### src/rtl/uart_rx.sv
// 8N1 UART receiver: 2-flop synchroniser, mid-bit sampling from a clock-cycle baud counter.
// Byte lands on data_out with a 1-cycle rx_done; a low stop bit pulses frame_err and waits for idle.
module uart_rx #(
  parameter int CLKS_PER_BIT = 16
) (
  input  logic       clock,
  input  logic       reset,
  input  logic       rx,
  output logic [7:0] data_out,
  output logic       rx_done,
  output logic       frame_err,
  output logic       busy
);

  localparam int CW = $clog2(CLKS_PER_BIT);
  localparam logic [CW-1:0] CNT_LAST = CW'(CLKS_PER_BIT - 1);
  localparam logic [CW-1:0] CNT_MID  = CW'(CLKS_PER_BIT / 2 - 1);

  typedef enum logic [2:0] {IDLE, START, DATA, STOP, BREAK} state_t;

  state_t        state, state_nxt;
  logic          rx_meta, rxs;
  logic [CW-1:0] cnt, cnt_nxt;
  logic [2:0]    bit_idx, bit_idx_nxt;
  logic [7:0]    shreg, shreg_nxt;
  logic [7:0]    data_nxt;
  logic          done_nxt, ferr_nxt;

  always_ff @(posedge clock) begin
    if (reset) begin
      rx_meta   <= 1'b1;
      rxs       <= 1'b1;
      state     <= IDLE;
      cnt       <= '0;
      bit_idx   <= '0;
      shreg     <= '0;
      data_out  <= '0;
      rx_done   <= 1'b0;
      frame_err <= 1'b0;
    end else begin
      rx_meta   <= rx;
      rxs       <= rx_meta;
      state     <= state_nxt;
      cnt       <= cnt_nxt;
      bit_idx   <= bit_idx_nxt;
      shreg     <= shreg_nxt;
      data_out  <= data_nxt;
      rx_done   <= done_nxt;
      frame_err <= ferr_nxt;
    end
  end

  // Every transition below forces cnt back to zero.
  always_comb begin
    state_nxt   = state;
    cnt_nxt     = '0;
    bit_idx_nxt = bit_idx;
    shreg_nxt   = shreg;
    data_nxt    = data_out;
    done_nxt    = 1'b0;
    ferr_nxt    = 1'b0;
    case (state)
      IDLE: begin
        if (!rxs) state_nxt = START;
      end
      START: begin
        cnt_nxt = cnt + 1'b1;
        if (cnt == CNT_MID) begin
          cnt_nxt     = '0;
          bit_idx_nxt = '0;
          state_nxt   = rxs ? IDLE : DATA;
        end
      end
      DATA: begin
        cnt_nxt = cnt + 1'b1;
        if (cnt == CNT_LAST) begin
          cnt_nxt            = '0;
          shreg_nxt[bit_idx] = rxs;
          if (bit_idx == 3'd7) state_nxt = STOP;
          else                 bit_idx_nxt = bit_idx + 3'd1;
        end
      end
      STOP: begin
        cnt_nxt = cnt + 1'b1;
        if (cnt == CNT_LAST) begin
          cnt_nxt = '0;
          if (rxs) begin
            data_nxt  = shreg;
            done_nxt  = 1'b1;
            state_nxt = IDLE;
          end else begin
            ferr_nxt  = 1'b1;
            state_nxt = BREAK;
          end
        end
      end
      BREAK: begin
        if (rxs) state_nxt = IDLE;
      end
      default: state_nxt = IDLE;
    endcase
  end

  assign busy = (state != IDLE);

endmodule

### config.mk
export PLATFORM = sky130hd
export DESIGN_NAME = uart_rx
export DESIGN_NICKNAME = d
export VERILOG_FILES = /design/src/rtl/uart_rx.sv
export SDC_FILE = /design/constraint.sdc
export NUM_CORES = 1
export LEC_CHECK = 0
export CORE_AREA = 5 5 71 73
export CTS_CLUSTER_SIZE = 30
export DETAILED_ROUTE_END_ITERATION = 12
export DIE_AREA = 0 0 76 78
export SYNTH_ARGS = -nofsm -noshare
export SYNTH_HDL_FRONTEND = slang
export SYNTH_SLANG_ARGS = --single-unit
### constraint.sdc
create_clock -name clock -period 1.6 [get_ports clock]
set_input_delay 0.32 -clock clock [delete_from_list [all_inputs] [get_ports clock]]
set_output_delay 0.32 -clock clock [all_outputs]
set_load 0.01 [all_outputs]
==> flow_summary_export.csv, run 1 <==
group,metric,value,unit
run_status,status,"complete, no violations",
cts,cts_root_buf,"clkbuf_8",
setup_path,slowest_stage,"or3b_2",
timing,setup_viol,0,
worst_hold_path,hold_path_end,"rxs",
yosys,ys_seq_area_share,41.85,%
worst_hold_path,hp-start,"rx_meta",
die,dieArea,0.005928,mm²
placed_design,hpwl,2.296,mm
yosys,mappedNetlistArea,0.001435,mm²
placed_design,gp_congestion,0.8148,
setup_path,reg2regPathDepth,3,
timing,slew_headroom,65.44,%
worst_hold_path,hold_class,"flop to flop",
setup_path,cp_data_arrival_time,1.73,ns
layout,areaGrowthSynthToFinish,27.81,%
layout,layout.nets,177,
setup_path,reg2reg_setup_slack,0.06,ns
power,irDropWorstVdd,0.4452,mV
placed_design,dp_slack,-0.03861,ns
layout,nFillCells,401,
die,rows,24,
global_routing,grt_max_degree,15,
cts,cts_tree,"built",
setup_path,critical_path.max_stage_delay,0.53,ns
global_routing,use_met2,16.61,%
global_routing,grtUsageMet1,14.17,%
detailed_routing,drc,0,
setup_path,path_class,"flop to flop",
setup_path,r2r-end,"shreg[5]",
yosys,avgSynthCellArea,9.763,µm²
cts,clkLatencyLatePin,0.28,ns
detailed_routing,drt_wl_total,3.099,mm
yosys,synth_seq_cells,30,
timing,setup_ws,0.06102,ns
global_routing,grt_pass1_vias,1089,
setup_path,path_max_fanout,4,
timing,holdWs,0.4092,ns
layout,antenna_cells,0,
die,die_h,78,µm
worst_hold_path,worstHoldPathCells,1,
cts,cts.htree.levels,2,
timing,fin_tns_setup,0,ns
cts,numCtsBuffers,5,
global_routing,met3_usage,3.125,%
global_routing,grt-busiest-layer,"met2",
yosys,syn_inst,147,
setup_path,r2r-start,"bit_idx[2]",
setup_path,crit_family,"simple AND/OR/NAND/NOR gates",
global_routing,grt_pass1_wl,5.292,mm
yosys,yosys_warnings,0,
cts,postCtsHoldBufs,0,
cts,clock-sinks,30,
setup_path,start_kind,"flop",
detailed_routing,antenna_left,0,
yosys,syn-num-nets,153,
timing,max_freq,0.6498,GHz
flow_run,maxCapViolations,0,
layout,finalInstanceArea,0.001834,mm²
timing,worst_slew_pin_slew,0.5129,ns
detailed_routing,drt_pass1_iterations,4,
setup_path,critPathRequiredTime,1.79,ns
timing,maxSlewViolCount,0,
timing,fin_crit_sh,96.19,%
setup_path,end_kind,"flop",
global_routing,antenna_found_initial,0,
timing,skew,0.008568,ns
power,p_per_area,862.2,mW/mm²
die,io_pins,14,
detailed_routing,vias,1127,
global_routing,gr-total-overflow,0,
setup_path,crit_chain,"or3b_2 > nor4b_2 > mux2i_1",
layout,drive_gt1_share,21.05,%
die,dieWidth,76,µm
timing,rsz0062_at_grt,"true",
detailed_routing,vias_per_cell,5.054,
global_routing,grt_use_total,11.01,%
cts,cts.clk_slew.worst_paths,0.06,ns
detailed_routing,drt_iter0_drc,87,
timing,period_minus_slack,1.539,ns
cts,postCtsSetupBuffers,0,
die,initial_core_util,33.42,%
placed_design,io_buffers,13,
power,p_leak,0.7044,nW
die,core,0.004294,mm²
placed_design,place_area,0.001702,mm²
timing,hold_viol,0,
setup_path,path_buf_inv,0,
detailed_routing,avgRoutedWirePerCell,13.90,µm
yosys,ys_types,39,
cts,cts_buffer_depth,2,
==> worst max-delay path by stage <==
stage	slack, ns	cells past startpoint	start	end
2_1_floorplan	0.05	5	cnt[0]	data_out[3]
3_3_place_gp	0.05	5	reset	bit_idx[0]
3_5_place_dp	-0.04	5	reset	bit_idx[2]
4_1_cts	0.04	2	state[2]	busy
5_1_grt	-0.02	3	bit_idx[2]	shreg[5]
6_report	0.06	3	bit_idx[2]	shreg[5]
==> cell families after synthesis <==
group / count (synthesis) / share of synthesized area (%)
AO/OA/AOI/OAI: 10 / 5.494
XOR/XNOR: 1 / 0.6104
adder cells (fa/ha/maj): 3 / 2.616
buffers and inverters: 16 / 4.708
flip-flops: 30 / 41.85
multiplexers: 19 / 13.25
AND/OR/NAND/NOR: 68 / 31.47
==> power by group <==
| group | total (mW) | internal, mW | leakage (nW) | switching [mW] |
|---|---|---|---|---|
| logic | 0.0618 | 0.0318 | 0.404 | 0.0300 |
| registers | 0.757 | 0.752 | 0.243 | 0.00505 |
| clock network | 0.763 | 0.497 | 0.0573 | 0.265 |
==> flip-flops by register name, summed over array words and instances, names as in the netlist <==
signal	cells
rx_meta	1
data_out	8
cnt	4
rx_done	1
bit_idx	3
state	3
shreg	8
frame_err	1
rxs	1
==> layout make-up <==
type / count / area (µm²) / area share [%]
inverters: 3 / 11.26 / 0.6139
clock inverters: 1 / 30.03 / 1.637
flip-flops and latches: 30 / 601.8 / 32.81
well taps: 52 / 65.06 / 3.547
clock buffers: 6 / 82.58 / 4.502
multi-input cells: 101 / 790.8 / 43.11
repair buffers: 30 / 252.7 / 13.78
==> stage by stage <==
step	power, mW	util [%]	cells
finish	1.581	42.72	223
global route	1.640	42.72	223
CTS	1.600	42.31	223
detailed placement	0.8360	39.63	216
global placement	0.8339	39.63	216
floorplan	0.8101	-	147
==> layer usage <==
metal  vias to the layer above  wire, µm  share of wire, %
met4                         0        70               2.3
met5                         -         0                 0
met3                         6       142               4.6
met1                       531      1433                46
li1                        563         -                 -
met2                        27      1452                47
==> cell usage in the layout (no fill, tap or decap), types with 2 or more instances in the layout <==
master | synthesis | layout
nand4b_1 | 3 | 3
clkdlybuf4s50_1 | 0 | 12
nand3_1 | 2 | 2
a41oi_1 | 2 | 2
mux2i_1 | 19 | 19
nand2_1 | 6 | 6
nand4_1 | 3 | 3
nor2b_1 | 2 | 2
inv_1 | 3 | 3
or2_2 | 2 | 2
nor2_1 | 7 | 7
dfxtp_1 | 30 | 29
clkbuf_8 | 0 | 6
ha_2 | 0 | 2
nand2b_1 | 24 | 24
buf_4 | 1 | 17
nor3_1 | 6 | 6
==> Yosys cell counts, drive strengths merged <==
cell type	n	area share, %
or3	1	0.44
nor3	6	2.1
a311oi	1	0.61
inv	3	0.78
nor4b	3	3.3
or3b	2	1.2
nand4b	3	1.8
nor4	2	0.87
nand4bb	1	0.78
clkbuf	8	2.1
nand2b	24	10
nand4	4	2.8
nand2	6	1.6
a22o	1	0.61
xnor2	1	0.61
a211o	1	0.61
mux2i	19	13
a31oi	1	0.44
dfxtp	30	42
and4	1	0.61
nor4bb	1	0.70
or2	2	0.87
nand3	2	0.70
o211ai	1	0.52
o21ai	1	0.35
a41oi	2	1.2
ha	3	2.6
a211oi	1	0.52
nand3b	1	0.52
nor2	7	1.8
nor2b	2	0.87
o221ai	1	0.61
buf	5	1.8
==> repair_timing <==
action | 4_1_cts | 5_1_grt
pin swaps | 0 | 2
resized for setup | 3 | 6
endpoints found under the setup margin | 7 | 10
No activity file was read; power rests on OpenSTA's default activity.
==> inputs of run 2 (changes only) <==
--- a/config.mk
+++ b/config.mk
@@ -6,6 +6,7 @@
 export NUM_CORES = 1
 export LEC_CHECK = 0
 export CORE_AREA = 5 5 71 73
+export CTS_BUF_LIST = sky130_fd_sc_hd__clkbuf_8
 export CTS_CLUSTER_SIZE = 30
 export DETAILED_ROUTE_END_ITERATION = 12
 export DIE_AREA = 0 0 76 78
==> results of run 2 <==
No change in the layout: final DEF, timing and power equal those of run 1.
==> inputs of run 3 (changes only) <==
==> constraint.sdc (replaced) <==
create_clock -name clock -period 1.5 [get_ports clock]
set_input_delay 0.3 -clock clock [delete_from_list [all_inputs] [get_ports clock]]
set_output_delay 0.3 -clock clock [all_outputs]
set_load 0.01 [all_outputs]
==> flow_summary_export.csv, run 3 (synthesis gave the netlist of run 1 again) <==
group,metric,value,unit
timing,period_minus_slack,1.444,ns
setup_path,r2r-start,"bit_idx[1]",
global_routing,gr-total-overflow,0,
detailed_routing,drt_pass1_iterations,4,
detailed_routing,avgRoutedWirePerCell,12.93,µm
power,p_per_area,803.8,mW/mm²
detailed_routing,vias,1148,
timing,hold_viol,0,
detailed_routing,drt_wl_total,2.935,mm
global_routing,met3_usage,3.704,%
power,clkPwrFrac,42.6,%
cts,cts_tree,"built",
layout,antenna_cells,0,
timing,holdWs,0.4104,ns
die,die_h,78,µm
placed_design,hpwl,2.129,mm
global_routing,grtUsageMet1,12.32,%
die,dieWidth,76,µm
setup_path,start_kind,"flop",
cts,clkLatencyLatePin,0.27,ns
worst_hold_path,hp-start,"rx_meta",
layout,layout_common_cells,"24 x nand2b_1, 24 x dfxtp_1, 19 x mux2i_1",
detailed_routing,drt_iter0_drc,30,
detailed_routing,antenna_left,0,
cts,numCtsBuffers,5,
timing,fin_crit_sh,96.27,%
power,p_leak,0.8125,nW
setup_path,critPathRequiredTime,1.65,ns
detailed_routing,drc,0,
timing,slew_headroom,69.55,%
layout,utilization,44.17,%
global_routing,grt-busiest-layer,"met2",
die,io_pins,14,
power,irDropWorstVdd,0.4558,mV
placed_design,io_buffers,13,
cts,clock-sinks,30,
timing,maxSlewViolCount,0,
global_routing,grt_use_total,10.77,%
die,dieArea,0.005928,mm²
global_routing,antenna_found_initial,0,
die,core,0.004294,mm²
power,switching_share,21.26,%
timing,setup_viol,0,
setup_path,end_kind,"flop",
cts,cts.htree.levels,2,
flow_run,maxCapViolations,0,
power,pwr-share-comb,4.5,%
global_routing,grt_max_degree,19,
cts,cts_root_buf,"clkbuf_8",
timing,worst_slew_pin_slew,0.4520,ns
cts,cts_buffer_depth,2,
die,initial_core_util,33.42,%
timing,max_freq,0.6925,GHz
power,p_int,1.201,mW
power,switching_power,0.3242,mW
layout,finalInstanceArea,0.001897,mm²
global_routing,grt_pass1_wl,5.354,mm
die,rows,24,
setup_path,cp-startpoint,"bit_idx[1]",
layout,largest_registers,"data_out: 8 flops, shreg: 8 flops, cnt: 4 flops",
timing,skew,0.004783,ns
power,pwr-share-seq,52.9,%
layout,drive_gt1_share,25.71,%
setup_path,cp_data_arrival_time,1.60,ns
global_routing,use_met2,17.64,%
cts,cts.clk_slew.worst_paths,0.06,ns
detailed_routing,vias_per_cell,5.057,
layout,areaGrowthSynthToFinish,32.17,%
timing,rsz0062_at_grt,"true",
placed_design,place_area,0.001728,mm²
setup_path,path_max_fanout,3,
worst_hold_path,hold_class,"flop to flop",
run_status,status,"complete, no violations",
placed_design,gp_congestion,0.7634,
layout,layout.nets,180,
global_routing,grt_pass1_vias,1176,
setup_path,path_class,"flop to flop",
[run 3: cell count changes in the layout (fill, tap and decap cells not counted), sizes merged]
cell,delta
buf,+4
dlymetal6s2s,+5
bufinv,-1
clkbuf,-1
clkdlybuf4s50,-5
clkinv,+1
inv,+1
[run 3: power groups by stage]
stage	Sequential (mW)	Clock [mW]	Combinational, mW
after CTS	0.807	0.667	0.0679
after global routing	0.807	0.705	0.0749
after global placement	0.824	0	0.0675
final	0.807	0.649	0.0680
after detailed placement	0.825	0	0.0692
after floorplan	0.824	0	0.0408
[run 3: critical path, cell delays in order, from the launching register on]
cell       delay [ns]
dfxtp_2          0.33
ha_4             0.16
ha_4             0.15
nand4bb_1        0.17
a211o_1          0.37
mux2i_1          0.15
[run 3: per-layer routing]
layer	up-vias	part of all wire [%]
li1	569	-
met1	545	44
met2	28	49
met3	6	5.1
met4	0	1.8
met5	-	0
[run 3: worst paths after layout]
| check | slack [ns] | to | cells after the start |
|---|---|---|---|
| worst max-delay path | 0.06 | bit_idx[1] | 5 |
| worst min-delay path | 0.41 | rxs | 1 |
| worst max register to register | 0.06 | bit_idx[1] | 5 |
| worst min register to register | 0.41 | rxs | 1 |
[run 3: area by class of cell]
type	instances	area [µm²]
Timing Repair Buffer	33	295.3
Sequential cell	30	608.1
Tap cell	52	65.06
Inverter	3	11.26
Fill cell	400	2397
Multi-Input combinational cell	101	825.8
Clock inverter	2	8.758
Clock buffer	6	82.58
[run 3: timing repair]
action / 4_1_cts / 5_1_grt
pin swaps: 0 / 4
endpoints found under the setup margin: 8 / 18
setup buffers: 0 / 0
hold buffers: 0 / 0
resized for setup: 7 / 17
[run 3: metrics by stage]
step / total power [mW] / setup WS [ns] / setup TNS [ns] / std cells
floorplan: 0.8646 / 0.0005139 / 0 / 147
global placement: 0.8916 / -0.06018 / -0.2195 / 219
detailed placement: 0.8937 / -0.1057 / -0.5419 / 219
CTS: 1.542 / -0.002474 / -0.002474 / 227
global route: 1.588 / -0.007262 / -0.01220 / 227
finish: 1.525 / 0.05602 / 0 / 227
